<file path="src/rtl/scan_inject_ctrl.sv">
// Fault-injection sequencer for a single mux-scan chain: runs the design functionally
// for a programmed delay, then rotates the chain once and corrupts one selected flip-flop.
module scan_inject_ctrl #(
    parameter int CHAIN_LEN = 32,
    parameter int POS_W     = 6,
    parameter int DLY_W     = 16
) (
    input  logic             CK,
    input  logic             RESETN,
    input  logic             START,
    input  logic [POS_W-1:0] INJ_POS,
    input  logic [1:0]       INJ_MODE,
    input  logic [DLY_W-1:0] DELAY,
    input  logic             SO,
    output logic             SE,
    output logic             SI,
    output logic             BUSY,
    output logic             DONE,
    output logic             ORIG_BIT,
    output logic             ERR
);

    typedef enum logic [1:0] {
        S_IDLE,
        S_WAIT,
        S_SHIFT,
        S_FIN
    } state_t;

    // One extra bit so CHAIN_LEN == 2**POS_W still compares correctly.
    localparam logic [POS_W:0]   LEN_EXT = (POS_W + 1)'(CHAIN_LEN);
    localparam logic [POS_W-1:0] LAST_K  = POS_W'(CHAIN_LEN - 1);

    state_t             state;
    logic [POS_W-1:0]   pos_q;
    logic [1:0]         mode_q;
    logic [DLY_W-1:0]   dly_cnt;
    logic [POS_W-1:0]   k_cnt;
    logic               hit;

    function automatic logic inject_bit(input logic [1:0] mode, input logic so_bit);
        logic r;
        case (mode)
            2'b00:   r = ~so_bit;
            2'b01:   r = 1'b0;
            2'b10:   r = 1'b1;
            default: r = so_bit;
        endcase
        return r;
    endfunction

    assign hit = (state == S_SHIFT) && (k_cnt == pos_q);

    // The rotation path is combinational so the bit leaving SO re-enters SI on the same edge.
    always_comb begin
        SI = 1'b0;
        if (state == S_SHIFT) begin
            SI = hit ? inject_bit(mode_q, SO) : SO;
        end
    end

    always_ff @(posedge CK) begin
        if (!RESETN) begin
            state    <= S_IDLE;
            pos_q    <= '0;
            mode_q   <= '0;
            dly_cnt  <= '0;
            k_cnt    <= '0;
            SE       <= 1'b0;
            BUSY     <= 1'b0;
            DONE     <= 1'b0;
            ORIG_BIT <= 1'b0;
            ERR      <= 1'b0;
        end else begin
            DONE <= 1'b0;
            case (state)
                S_IDLE: begin
                    if (START) begin
                        pos_q    <= INJ_POS;
                        mode_q   <= INJ_MODE;
                        ERR      <= 1'b0;
                        ORIG_BIT <= 1'b0;
                        BUSY     <= 1'b1;
                        if ({1'b0, INJ_POS} >= LEN_EXT) begin
                            ERR   <= 1'b1;
                            DONE  <= 1'b1;
                            state <= S_FIN;
                        end else if (DELAY != '0) begin
                            dly_cnt <= DELAY;
                            state   <= S_WAIT;
                        end else begin
                            k_cnt <= '0;
                            SE    <= 1'b1;
                            state <= S_SHIFT;
                        end
                    end
                end

                // Counter reaches 1 on the last of DELAY wait cycles, so the full range never wraps.
                S_WAIT: begin
                    if (dly_cnt == DLY_W'(1)) begin
                        dly_cnt <= '0;
                        k_cnt   <= '0;
                        SE      <= 1'b1;
                        state   <= S_SHIFT;
                    end else begin
                        dly_cnt <= dly_cnt - DLY_W'(1);
                    end
                end

                S_SHIFT: begin
                    if (hit) begin
                        ORIG_BIT <= SO;
                    end
                    if (k_cnt == LAST_K) begin
                        k_cnt <= '0;
                        SE    <= 1'b0;
                        DONE  <= 1'b1;
                        state <= S_FIN;
                    end else begin
                        k_cnt <= k_cnt + POS_W'(1);
                    end
                end

                S_FIN: begin
                    BUSY  <= 1'b0;
                    state <= S_IDLE;
                end

                default: begin
                    SE    <= 1'b0;
                    BUSY  <= 1'b0;
                    state <= S_IDLE;
                end
            endcase
        end
    end

endmodule

</file>
<file path="config.mk">
export PLATFORM = sky130hd
export DESIGN_NAME = scan_inject_ctrl
export DESIGN_NICKNAME = d
export VERILOG_FILES = /design/src/rtl/scan_inject_ctrl.sv
export SDC_FILE = /design/constraint.sdc
export NUM_CORES = 1
export LEC_CHECK = 0
export BUFFER_PORTS_ARGS = -buffer_cell sky130_fd_sc_hd__buf_2
export CORE_ASPECT_RATIO = 1.4
export CORE_MARGIN = 2
export CORE_UTILIZATION = 30
export DETAILED_ROUTE_END_ITERATION = 6
export GPL_TIMING_DRIVEN = 0
export HOLD_SLACK_MARGIN = 0.06
export PLACE_DENSITY = 0.46
export SLEW_MARGIN = 20
export SYNTH_ARGS = -nofsm -noshare
export SYNTH_HDL_FRONTEND = slang
export SYNTH_SLANG_ARGS = --single-unit
export TNS_END_PERCENT = 1
</file>
<file path="constraint.sdc">
create_clock -name CK -period 2.5 [get_ports CK]
set_clock_uncertainty 0.1 [all_clocks]
set_input_delay 0.125 -clock CK [delete_from_list [all_inputs] [get_ports CK]]
set_output_delay 0.125 -clock CK [all_outputs]
set_load 0.02 [all_outputs]
</file>
# After elaboration in Yosys (flattened, before gate mapping)
# Cells that the tools add are included.
# W data, S select, Z words.
# word_totals
out_inout_bits	6
regBits	37
in_bits	28
# op_classes
n_eq_ne	15
magnitude_cmp	1
n_addsub	2
bitwise	1
reduce_logical	15
muxes	35
# ops
cell	n
$mux W16	4
$pmux W16 S2	1
$mux W6	5
$pmux W6 S3	1
$eq A16 B1 Y1 const B	1
$reduce_bool A16 Y1	1
$sub A16 B1 Y16 const B	1
$mux W1	13
$ne A2 B2 Y1 const B	6
$mux W2	5
$pmux W2 S4	1
$add A6 B1 Y6 const B	1
$eq A2 B2 Y1 const B	3
$eq A6 B5 Y1 const B	1
$eq A6 B6 Y1	1
$ge A6 B6 Y1 const B	1
$pmux W1 S2	3
$pmux W1 S3	2
$reduce_and A3 Y1	2
$reduce_and A6 Y1	1
$reduce_bool A2 Y1	3
$reduce_and A5 Y1	1
$eq A2 B1 Y1 const B	2
$logic_not A2 Y1	2
other kinds (6)	7

# Longest topological paths before layout
# depth
depth_word	5
ltp_mapped	9
depth_no_buf	7

# Worst setup path before layout
# Ideal clock, no wire load.
# synth_timing
path_type	reg2reg
start	register dly_cnt[0]
end	register dly_cnt[14]
slack_ns	0.420
period_less_slack_ns	2.080
path_stages_with_launch	9
arrival_ns	1.888
cell_sequence	dfxtp_1 > inv_1 > ha_1 > or3b_2 > clkbuf_1 > nor3_1 > nand3_1 > a21boi_0 > o32ai_1
# synth_between
elab_chain_cells	3
word_cells_on_any_way	4
# synth_lines
element	line	rtl
start, declared	37	logic [DLY_W-1:0] dly_cnt;
start signal, assigned	107	dly_cnt <= dly_cnt - DLY_W'(1);
$sub A16 B1 Y16 / $eq A16 B1 Y1 (equally long branches)	107, 101	
$mux W16 (*)	101	if (dly_cnt == DLY_W'(1)) begin
$pmux W16 S2 (*)	76	case (state)
# Mark *: on every way between the ends. The rest lies on a longest branch, timed or not.
# A chain may end at the register's enable or synchronous reset.

# Worst setup path in the final report
# Ends and elaborated chain as after synthesis.

==> flow_metrics.env <==
export IMPL_outcome="completed"
export IMPL_yosysTopAreaCell="dfxtp_1"
export IMPL_ys_ff_latch=37
export IMPL_initial_core_util_pct=31.0
export IMPL_seqCellArea_um2=741
export IMPL_synthDominantCellAreaShare_pct=32.5
export IMPL_overflow=0
export IMPL_ff2ff_path_depth=8
export IMPL_final_period_utilization_pct=95.0
export IMPL_wirelength_um=7490
export IMPL_fin_nets=379
export IMPL_antenna_found_initial=0
export IMPL_std_cell_rows=37
export IMPL_synth_distinct_cells=53
export IMPL_die_area_um2=8320
export IMPL_first_pass_iters=4
export IMPL_syn_cell_area_um2=2280
export IMPL_floorplan_die_height_um=107
export IMPL_synth_common_cells="nand2_1 (44), dfxtp_1 (37), a21oi_1 (30)"
export IMPL_slew_headroom_pct=58.0
export IMPL_crit_fanout=8
export IMPL_synth_area_per_cell_um2=7.65
export IMPL_die_width_um=77.7
export IMPL_met1_usage_pct=21.3
export IMPL_r2r_end="dly_cnt[14]"
export IMPL_finalCriticalPeriod_ns=2.37
export IMPL_grt_pass1_wl_um=12100
export IMPL_syn_num_nets=333
export IMPL_drv_slew=0
export IMPL_fmax_mhz=421
export IMPL_rsz0062_at_grt="no"
export IMPL_setup_viol=0
export IMPL_cts_setup_buffers=0
export IMPL_busiest_layer="met2"
export IMPL_grt_pass1_vias=2386
export IMPL_gp_congestion=0.924
export IMPL_startpoint_type="flop"
export IMPL_post_layout_nonfiller_instances=442
export IMPL_worst_hold_slack_ns=0.0781
export IMPL_p_leak_nw=1.08
export IMPL_cts_tree="yes"
export IMPL_multi_input_comb_area_um2=1470
export IMPL_arrival_ns=2.49
export IMPL_ir_worst_vdd_mv=0.426
export IMPL_insertion_delay_ns=0.30
export IMPL_ios=34
export IMPL_path_clk_slew_ns=0.08
export IMPL_synth_cells=298
export IMPL_core_area_um2=7360
export IMPL_port_buffer_count=32
export IMPL_yosysMostFrequentCell="nand2_1"
export IMPL_finalHoldViolCount=0
export IMPL_synth_seq_area_share_pct=32.5
export IMPL_drive_above_1_share_pct=16.8
export IMPL_fin_ws_ns=0.126
export IMPL_cts_inserted_buffers=5
export IMPL_grt_use_met3_pct=2.27
export IMPL_area_delta_synth_final_pct=21.7
export IMPL_cap_viol_max_count=0
export IMPL_drc_errors=0
export IMPL_wl_per_cell_um=17.0
export IMPL_dp_cells=427
export IMPL_rr_startpoint="dly_cnt[0]"
export IMPL_worstHoldPathCells=3
export IMPL_r2r_slack_ns=0.13
export IMPL_fillers=800
export IMPL_viasPerCell=5.52
export IMPL_dp_slack_ns=-0.0852
export IMPL_diodes=0
export IMPL_crit_required_ns=2.62
export IMPL_ant_nets=0
export IMPL_worst_pin_slew_ns=0.625
export IMPL_yosys_warnings=0
export IMPL_via_count=2439
export IMPL_synth_edf_count=0
export IMPL_async_flop_share_pct=0
export IMPL_synth_top_flop_cell="dfxtp_1"
export IMPL_critPathKind="reg2reg"
export IMPL_hpwl_um=5560
export IMPL_ctsHtreeMaxLevel=2
export IMPL_hold_start="RESETN"
export IMPL_synth_area_leaders="dfxtp_1 (32%), nand2_1 (7.2%), a21oi_1 (6.6%)"
export IMPL_root_buffer="clkbuf_8"
export IMPL_grt_max_degree=13
export IMPL_grt_total_usage_pct=18.6
export IMPL_whs_endpoint="k_cnt[5]"
export IMPL_cellPowerDensity_nw_per_um2=1090
export IMPL_hold_path_class="in2reg"
export IMPL_grt_use_met2_pct=34.6
export IMPL_clk_path_buf_depth=2
export IMPL_setup_tns_ns=0
export IMPL_crit_path_end_kind="flop"
export IMPL_drt_iter0_markers=128
export IMPL_cts_sinks=37
[state kept, by name, summed over array words and instances (netlist names)]
signal    count
dly_cnt      16
ORIG_BIT      1
BUSY          1
ERR           1
pos_q         6
SE            1
k_cnt         6
DONE          1
mode_q        2
state         2
[report_power, final]
part | leakage (nW) | internal (mW) | switching, mW
combinational | 0.730 | 0.637 | 1.09
sequential | 0.302 | 0.727 | 0.139
clock | 0.0439 | 0.193 | 0.236
[repair_timing]
action / 4_1_cts / 5_1_grt
pin swaps: 0 / 0
hold buffers: 8 / 0
resized for setup: 3 / 9
endpoints found under the hold margin: 8 / 0
endpoints found under the setup margin: 7 / 24
[critical path, stage by stage, from the launching register on]
cell	delay, ns
dfxtp_1	0.34
inv_1	0.13
ha_1	0.22
or3b_2	0.45
clkbuf_1	0.26
nor3_4	0.27
nand3_1	0.11
a21boi_0	0.17
o32ai_1	0.24
[metrics by stage]
| step | util, % | area (um2) | total power, mW |
|---|---|---|---|
| after floorplan | - | 2280 | 2.02 |
| after global placement | 34.8 | 2560 | 2.51 |
| after detailed placement | 34.8 | 2560 | 2.50 |
| after CTS | 37.3 | 2740 | 2.96 |
| after global routing | 37.7 | 2770 | 3.27 |
| final | 37.7 | 2770 | 3.03 |
[final cells by class]
cell class	count	area share, %
Multi-Input combinational cell	230	52.9
Sequential cell	37	26.7
Timing Repair Buffer	40	8.66
Tap cell	97	4.38
Buffer	21	2.93
Clock buffer	5	2.48
Inverter	9	1.35
Clock inverter	3	0.631
[routing by layer]
layer / part of all wire, % / up-vias
li1: - / 1193
met1: 41 / 1150
met2: 52 / 82
met3: 4.8 / 14
met4: 2.2 / 0
met5: 0 / -
[logic make-up (layout without fill, tap and decap cells)]
logic type / count (synthesis) / after routing / share of synthesized area [%]
and+or+nand+nor: 131 / 131 / 30.5
DFF: 37 / 37 / 32.5
AOI/OAI and AO/OA: 84 / 84 / 24.9
buffers and inverters: 31 / 78 / 5.16
muxes: 2 / 2 / 0.878
xor gates and xnor gates: 6 / 6 / 2.31
adders and majority gates: 7 / 7 / 3.84
[worst max-delay path by stage]
stage	from	to	slack, ns
3_3_place_gp	state[0]	dly_cnt[12]	-0.04
2_1_floorplan	dly_cnt[0]	dly_cnt[14]	0.42
3_5_place_dp	state[0]	dly_cnt[1]	-0.09
4_1_cts	dly_cnt[1]	k_cnt[5]	0.01
6_report	dly_cnt[0]	dly_cnt[14]	0.13
5_1_grt	dly_cnt[1]	dly_cnt[6]	0.002
[placed cells by master (no fill, tap or decap), types with 4 or more instances in the layout]
cell type      count
a21oi_1           29
dfxtp_1           37
nor4_1            12
buf_2             33
nand2b_1           5
ha_1               6
nor3_1             4
dlygate4sd3_1      8
inv_1              8
clkbuf_1          19
and3_1             4
nand2_1           44
nand3_1           10
xor2_1             6
nor2_1            17
o32ai_1           11
nor2b_1            8
o21ai_0           13
clkbuf_8           5
No activity file was read; power rests on OpenSTA's default activity.
